`config.mk`:
```
export PLATFORM = sky130hd
export DESIGN_NAME = cfu_simd_mac_pipe_flat
export DESIGN_NICKNAME = d
export VERILOG_FILES = /design/src/rtl/cfu_simd_mac_pipe_if.sv /design/src/rtl/cfu_simd_mac_pipe.sv /design/src/flat_wrapper.sv
export SDC_FILE = /design/constraint.sdc
export NUM_CORES = 1
export LEC_CHECK = 0
export ABC_AREA = 1
export BUFFER_PORTS_ARGS = -buffer_cell sky130_fd_sc_hd__buf_4
export CORE_MARGIN = 10
export CORE_UTILIZATION = 59
export CTS_BUF_LIST = sky130_fd_sc_hd__clkbuf_8
export DETAILED_ROUTE_END_ITERATION = 8
export GPL_TIMING_DRIVEN = 0
export MAX_ROUTING_LAYER = met4
export PLACE_DENSITY = 0.9
export SLEW_MARGIN = 10
export SYNTH_ARGS = -nofsm -noshare
export SYNTH_HDL_FRONTEND = slang
export SYNTH_SLANG_ARGS = --single-unit
```
`constraint.sdc`:
```
create_clock -name clk -period 10.75 [get_ports clk]
set_input_delay 3.225 -clock clk [delete_from_list [all_inputs] [get_ports clk]]
set_output_delay 3.225 -clock clk [all_outputs]
set_load 0.1 [all_outputs]
```
`src/rtl/cfu_simd_mac_pipe_if.sv`:
```
// ============================================================================
// Module      : cfu_simd_mac_pipe_if
// Description : CFU command/response bus between the CPU and the SIMD MAC
//               unit. The CPU side uses the master modport, the CFU uses
//               the slave modport.
// Revision    : 1.0 - initial release
// ============================================================================
`timescale 1ns/1ps
`default_nettype none

interface cfu_simd_mac_pipe_if;
    logic        cmd_valid;
    logic        cmd_ready;
    logic [9:0]  cmd_payload_function_id;
    logic [31:0] cmd_payload_inputs_0;
    logic [31:0] cmd_payload_inputs_1;
    logic        rsp_valid;
    logic        rsp_ready;
    logic [31:0] rsp_payload_outputs_0;

    modport master (
        output cmd_valid,
        input  cmd_ready,
        output cmd_payload_function_id,
        output cmd_payload_inputs_0,
        output cmd_payload_inputs_1,
        input  rsp_valid,
        output rsp_ready,
        input  rsp_payload_outputs_0
    );

    modport slave (
        input  cmd_valid,
        output cmd_ready,
        input  cmd_payload_function_id,
        input  cmd_payload_inputs_0,
        input  cmd_payload_inputs_1,
        output rsp_valid,
        input  rsp_ready,
        output rsp_payload_outputs_0
    );
endinterface

`default_nettype wire

```
`src/rtl/cfu_simd_mac_pipe.sv`:
```
// ============================================================================
// Module      : cfu_simd_mac_pipe
// Description : 4-lane signed int8 SIMD multiply-accumulate CFU with input
//               offset, NUM_ACC accumulator banks and a PIPE_STAGES-cycle
//               MAC latency. One command outstanding at a time; the
//               response is held until the CPU accepts it.
// Revision    : 1.0 - initial release
// ============================================================================
`timescale 1ns/1ps
`default_nettype none

module cfu_simd_mac_pipe #(
    parameter int NUM_ACC     = 4,
    parameter int ACC_W       = 32,
    parameter int PIPE_STAGES = 2
) (
    input  logic                 clk,
    input  logic                 reset,
    cfu_simd_mac_pipe_if.slave   bus
);

    localparam int SEL_W = (NUM_ACC > 1) ? $clog2(NUM_ACC) : 1;
    localparam int CNT_W = (PIPE_STAGES > 1) ? $clog2(PIPE_STAGES + 1) : 1;

    localparam logic [6:0] c_op_set_offset = 7'd0;
    localparam logic [6:0] c_op_clear      = 7'd1;
    localparam logic [6:0] c_op_mac        = 7'd2;
    localparam logic [6:0] c_op_read       = 7'd3;

    typedef enum logic [1:0] {
        S_IDLE = 2'd0,
        S_BUSY = 2'd1,
        S_RESP = 2'd2
    } state_t;

    state_t              r_state;
    logic [CNT_W-1:0]    r_count;
    logic signed [8:0]   r_offset;
    logic [31:0]         r_op_a;
    logic [31:0]         r_op_b;
    logic [SEL_W-1:0]    r_sel;
    logic [31:0]         r_rsp_data;
    logic [ACC_W-1:0]    r_acc [NUM_ACC];

    logic [6:0]          w_funct7;
    logic [SEL_W-1:0]    w_sel;
    logic signed [9:0]   w_lane [4];
    logic signed [17:0]  w_prod [4];
    logic signed [19:0]  w_sum;
    logic [ACC_W-1:0]    w_acc_next;
    logic                w_unused_funct3;

    // Accumulator value presented on the 32-bit response bus.
    function automatic logic [31:0] f_ext32(input logic [ACC_W-1:0] v);
        return 32'($signed(v));
    endfunction

    assign w_funct7        = bus.cmd_payload_function_id[9:3];
    assign w_unused_funct3 = ^bus.cmd_payload_function_id[2:0];

    // Bank select is funct3 modulo the (power-of-two) bank count.
    if (NUM_ACC > 1) begin : g_sel_multi
        assign w_sel = bus.cmd_payload_function_id[SEL_W-1:0];
    end else begin : g_sel_single
        assign w_sel = 1'b0;
    end

    // Lane datapath works on the operands captured at accept; the offset
    // cannot change while a MAC is in flight, so it is used directly.
    for (genvar i = 0; i < 4; i++) begin : g_lane
        assign w_lane[i] = 10'($signed(r_op_a[8*i +: 8])) + 10'(r_offset);
        assign w_prod[i] = 18'(w_lane[i]) * 18'($signed(r_op_b[8*i +: 8]));
    end

    assign w_sum      = 20'(w_prod[0]) + 20'(w_prod[1])
                      + 20'(w_prod[2]) + 20'(w_prod[3]);
    assign w_acc_next = r_acc[r_sel] + ACC_W'(w_sum);

    assign bus.cmd_ready             = (r_state == S_IDLE);
    assign bus.rsp_valid             = (r_state == S_RESP);
    assign bus.rsp_payload_outputs_0 = r_rsp_data;

    // Command decode, MAC latency counter, accumulator banks and response.
    always_ff @(posedge clk) begin
        if (reset) begin
            r_state    <= S_IDLE;
            r_count    <= '0;
            r_offset   <= '0;
            r_op_a     <= '0;
            r_op_b     <= '0;
            r_sel      <= '0;
            r_rsp_data <= '0;
            for (int i = 0; i < NUM_ACC; i++) begin
                r_acc[i] <= '0;
            end
        end else begin
            case (r_state)
                S_IDLE: begin
                    if (bus.cmd_valid) begin
                        case (w_funct7)
                            c_op_set_offset: begin
                                r_offset   <= $signed(bus.cmd_payload_inputs_0[8:0]);
                                r_rsp_data <= '0;
                                r_state    <= S_RESP;
                            end
                            c_op_clear: begin
                                if (bus.cmd_payload_inputs_0[31]) begin
                                    for (int i = 0; i < NUM_ACC; i++) begin
                                        r_acc[i] <= '0;
                                    end
                                end else begin
                                    r_acc[w_sel] <= '0;
                                end
                                r_rsp_data <= '0;
                                r_state    <= S_RESP;
                            end
                            c_op_mac: begin
                                r_op_a  <= bus.cmd_payload_inputs_0;
                                r_op_b  <= bus.cmd_payload_inputs_1;
                                r_sel   <= w_sel;
                                r_count <= CNT_W'(PIPE_STAGES);
                                r_state <= S_BUSY;
                            end
                            c_op_read: begin
                                r_rsp_data <= f_ext32(r_acc[w_sel]);
                                r_state    <= S_RESP;
                            end
                            default: begin
                                r_rsp_data <= '0;
                                r_state    <= S_RESP;
                            end
                        endcase
                    end
                end
                S_BUSY: begin
                    // Last latency cycle commits the sum and the response together.
                    if (r_count == CNT_W'(1)) begin
                        r_acc[r_sel] <= w_acc_next;
                        r_rsp_data   <= f_ext32(w_acc_next);
                        r_state      <= S_RESP;
                    end else begin
                        r_count <= r_count - CNT_W'(1);
                    end
                end
                S_RESP: begin
                    if (bus.rsp_ready) begin
                        r_state <= S_IDLE;
                    end
                end
                default: begin
                    r_state <= S_IDLE;
                end
            endcase
        end
    end

endmodule

`default_nettype wire

```
`src/flat_wrapper.sv`:
```
// flat-port wrapper written by rule: the top's interface ports become plain ports
module cfu_simd_mac_pipe_flat 
#(
    parameter int NUM_ACC     = 4,
    parameter int ACC_W       = 32,
    parameter int PIPE_STAGES = 2
)
  (clk, reset, bus_cmd_valid, bus_cmd_ready, bus_cmd_payload_function_id, bus_cmd_payload_inputs_0, bus_cmd_payload_inputs_1, bus_rsp_valid, bus_rsp_ready, bus_rsp_payload_outputs_0);
  cfu_simd_mac_pipe_if bus_i ();
  input  logic clk;
  input  logic reset;
  input wire logic [$bits(bus_i.cmd_valid)-1:0] bus_cmd_valid;
  output wire logic [$bits(bus_i.cmd_ready)-1:0] bus_cmd_ready;
  input wire logic [$bits(bus_i.cmd_payload_function_id)-1:0] bus_cmd_payload_function_id;
  input wire logic [$bits(bus_i.cmd_payload_inputs_0)-1:0] bus_cmd_payload_inputs_0;
  input wire logic [$bits(bus_i.cmd_payload_inputs_1)-1:0] bus_cmd_payload_inputs_1;
  output wire logic [$bits(bus_i.rsp_valid)-1:0] bus_rsp_valid;
  input wire logic [$bits(bus_i.rsp_ready)-1:0] bus_rsp_ready;
  output wire logic [$bits(bus_i.rsp_payload_outputs_0)-1:0] bus_rsp_payload_outputs_0;
  assign bus_i.cmd_valid = bus_cmd_valid;
  assign bus_cmd_ready = bus_i.cmd_ready;
  assign bus_i.cmd_payload_function_id = bus_cmd_payload_function_id;
  assign bus_i.cmd_payload_inputs_0 = bus_cmd_payload_inputs_0;
  assign bus_i.cmd_payload_inputs_1 = bus_cmd_payload_inputs_1;
  assign bus_rsp_valid = bus_i.rsp_valid;
  assign bus_i.rsp_ready = bus_rsp_ready;
  assign bus_rsp_payload_outputs_0 = bus_i.rsp_payload_outputs_0;
  cfu_simd_mac_pipe #(.NUM_ACC(NUM_ACC), .ACC_W(ACC_W), .PIPE_STAGES(PIPE_STAGES)) u_core (.clk(clk), .reset(reset), .bus(bus_i));
endmodule
```
==> metrics.cfg <==
[detailed_routing]
met3WireLength_mm = 11.35
routed_via_density = 5.997
drt_wl_total_mm = 87.79
num_vias = 24320
wire_per_inst_microns = 21.65
drtIter0Drc = 3060
drtPass1Iterations = 9
ant_nets = 0
wl_met2_mm = 40.69
drc = 0
wl_met1_mm = 28.29
top_layer_used = met4

[cts]
htree_levels = 2
insertion_delay_ns = 0.62
cts.clk_slew.worst_paths_ns = 0.07
cts.sinks = 241
root_buffer = clkbuf_8
cts_tree = built
cts_buffer_depth = 3
postCtsHoldBufs = 0
numCtsBuffers = 41

[global_routing]
grt_pass1_wl_mm = 128.3
grt_max_degree = 29
grt_antenna_before_repair = 0
grt_pass1_vias = 24560
grt.overflow.total = 0
grt_usage_pct = 31.43

[yosys]
synth_top_area_share_pct = 28.76
synth_ff_type = edfxtp_1
synth_nets = 3843
synth_common_cells = inv_1, nand2_1, nor2_1, fa_1, a21oi_1
synthXorXnorAreaFrac_pct = 2.043
yosys-top-cells-area = fa_1, edfxtp_1, inv_1
synth.distinct_cells = 52
ys_seq_area_share_pct = 23.02
yosys.area_share.simple_pct = 14.98
synthAdderAreaFrac_pct = 36.83
synth_top_cell_by_area = fa_1
synth_compound_area_share_pct = 11.41
synth_edf_count = 128
avgSynthCellArea_sq_um = 8.254
ys_seq_elements = 241
syn_area_sq_mm = 0.02652
synth_cells = 3213
synth_most_common_cell = inv_1
async_flop_share_pct = 0
synth_top_family_by_area = adder cells
yosysWarnings = 0
synth.area.mux_share_pct = 0

[power_and_ir_drop]
p_switching_uw = 680.0
p_comb_share_pct = 14.5
p_leak_uw = 0.01466
seqPwrFrac_pct = 45.6
p_sw_share_pct = 30.53
p_int_uw = 1547
powerDensity_mw_per_mm2 = 73.66
clockPowerShare_pct = 39.9
ir_worst_vdd_mv = 0.1243

[final_layout]
fin_nets = 4060
multi_input_area_sq_mm = 0.01804
fin_area_sq_mm = 0.03024
drive_gt1_share_pct = 13.00
fill_cells = 3180
syn_to_final_growth_pct = 14.00
regArea_sq_mm = 0.006118
final_cells = 4055

[timing]
max_clock_freq_ghz = 0.09275
tightest_slew_ns = 1.027
period_needed_ns = 10.78
fin_crit_sh_pct = 100.3
final_max_slew_viol_count = 0
hold_viol = 0
fin_skew_ns = 0.03957
setup_viol = 5
max_slew_margin_pct = 31.54
worst_slack_ns = -0.03152
grt_setup_unrepaired = true

[run_status]
failed_checks = negative setup slack
status = complete, but fails checks

[placement]
gp_congestion = 1.001
port_buffers = 110
place_area_sq_mm = 0.02818
hpwl_mm = 65.20
dp_cells = 3919

[worst_hold_path]
hp-class = register to register

[floorplan]
die_area_sq_mm = 0.05383
top_level_ports = 112
start_util_pct = 59.84
dieWidth_microns = 232.0
core_sq_mm = 0.04432
rows = 77
die-height_microns = 232.0

[critical_path]
start_kind = register
critPathMaxFanout = 6
path_delay_family = adder cells
critPathBufInv = 9
worstPathArrival_ns = 11.23
worst_setup_path_end_kind = register
cp_data_required_time_ns = 11.19
cp_slowest_stage_delay_ns = 0.80
critPathSlowestCell = xnor2_1
setup.worst_path.class = register to register

[job]
drv_cap = 0

[power groups by stage]
stage / combinational (uW) / clock (uW) / sequential [uW]
after CTS: 304 / 875 / 1010
after floorplan: 118 / 0 / 1100
after global routing: 335 / 916 / 1020
final: 324 / 889 / 1010
after global placement: 294 / 0 / 1030
after detailed placement: 301 / 0 / 1030
[through the flow]
| stage | utilization (%) | setup WS [ns] | power (uW) | hold slack [ns] | TNS [ns] |
|---|---|---|---|---|---|
| after detailed placement | 63.58 | -1.446 | 1333 | 0.4414 | -67.10 |
| final | 68.22 | -0.03152 | 2227 | 0.4609 | -0.09368 |
| after global routing | 68.22 | -0.4115 | 2267 | 0.4738 | -14.50 |
| after floorplan | - | 0.7131 | 1220 | 0.4280 | 0 |
| after global placement | 63.38 | -1.280 | 1328 | 0.4386 | -55.19 |
| after CTS | 66.23 | 0.01287 | 2193 | 0.4584 | 0 |
[state kept, by name, indices dropped and copies added (netlist names), named ones only]
register                          cells
u_core.r_op_b                        32
u_core.r_acc                        128
u_core.r_state                        2
u_core.r_op_a                        32
u_core.r_sel                          2
u_core.bus.rsp_payload_outputs_0     32
u_core.r_count                        2
u_core.r_offset                       9
[worst paths after layout]
kind	startpoint	endpoint	slack, ns	cells after the start
worst max register to register	u_core.r_offset[1]$_SDFFE_PP0P_	u_core.r_acc[2][31]$_SDFFCE_PN0P_	-0.03	51
worst min-delay path	u_core.r_op_a[14]$_SDFFE_PP0P_	u_core.r_op_a[14]$_SDFFE_PP0P_	0.46	2
worst min register to register	u_core.r_op_a[14]$_SDFFE_PP0P_	u_core.r_op_a[14]$_SDFFE_PP0P_	0.46	2
worst max-delay path	u_core.r_offset[1]$_SDFFE_PP0P_	u_core.r_acc[2][31]$_SDFFCE_PN0P_	-0.03	51
[cell usage in the layout, fill, tap and decap left out, drive strengths merged]
| master | netlist | final |
|---|---|---|
| inv | 710 | 725 |
| or2 | 36 | 36 |
| nand2 | 440 | 440 |
| nor4 | 2 | 2 |
| bufinv | 0 | 3 |
| nor2 | 415 | 415 |
| clkinv | 9 | 18 |
| a31oi | 13 | 13 |
| edfxtp | 128 | 128 |
| xor2 | 41 | 41 |
| a32oi | 6 | 6 |
| ha | 171 | 171 |
| or3 | 2 | 2 |
| nand3b | 4 | 4 |
| and3 | 1 | 1 |
| diode | 0 | 1 |
| o31ai | 3 | 3 |
| a22oi | 24 | 24 |
| nand3 | 58 | 58 |
| a221oi | 1 | 1 |
| o21bai | 9 | 9 |
| nor3 | 13 | 13 |
| o22ai | 19 | 19 |
| xnor2 | 17 | 17 |
| a21o | 5 | 5 |
| buf | 8 | 182 |
| a21oi | 252 | 252 |
| clkinvlp | 0 | 2 |
| a211oi | 2 | 2 |
| a21boi | 2 | 2 |
| clkbuf | 99 | 145 |
| nand4 | 5 | 5 |
| o21ai | 216 | 216 |
| and2 | 3 | 3 |
| fa | 381 | 381 |
| dfxtp | 113 | 113 |
| o211ai | 5 | 5 |
[worst min-delay path, stage by stage, from the launching register on]
cell and delay (ns):
dfxtp_1 0.31, inv_1 0.05, a21oi_1 0.05
[cell families (layout without fill, tap and decap cells)]
family | Yosys count | after routing
AOI/OAI and AO/OA | 557 | 557
DFF | 241 | 241
adders and majority gates | 552 | 552
xor gates and xnor gates | 58 | 58
and+or+nand+nor | 979 | 979
other | 0 | 1
buffers and inverters | 826 | 1075
[per-layer routing]
| layer | vias to the layer above | track usage (%) |
|---|---|---|
| met3 | 631 | 8.331 |
| met4 | 0 | 19.93 |
| met1 | 11360 | 33.88 |
| met2 | 1960 | 51.01 |
| li1 | 10370 | - |
| met5 | - | - |
[repair_timing]
item	in CTS	in global routing
endpoints found under the setup margin	92	69
gates resized for setup	55	138
pin swaps	16	92
setup buffers	12	48
[final cells by class]
class                   instances  area share [%]
diodes                          1        0.008276
plain buffers                 107           1.349
clock buffers                  46           2.094
clock inverters                29          0.6911
inverters                     719           8.963
multi-input cells            2146           59.67
flip-flops and latches        241           20.24
well taps                     592           2.450
repair buffers                174           4.540
Note: power is estimated with default switching activity, not from simulation.
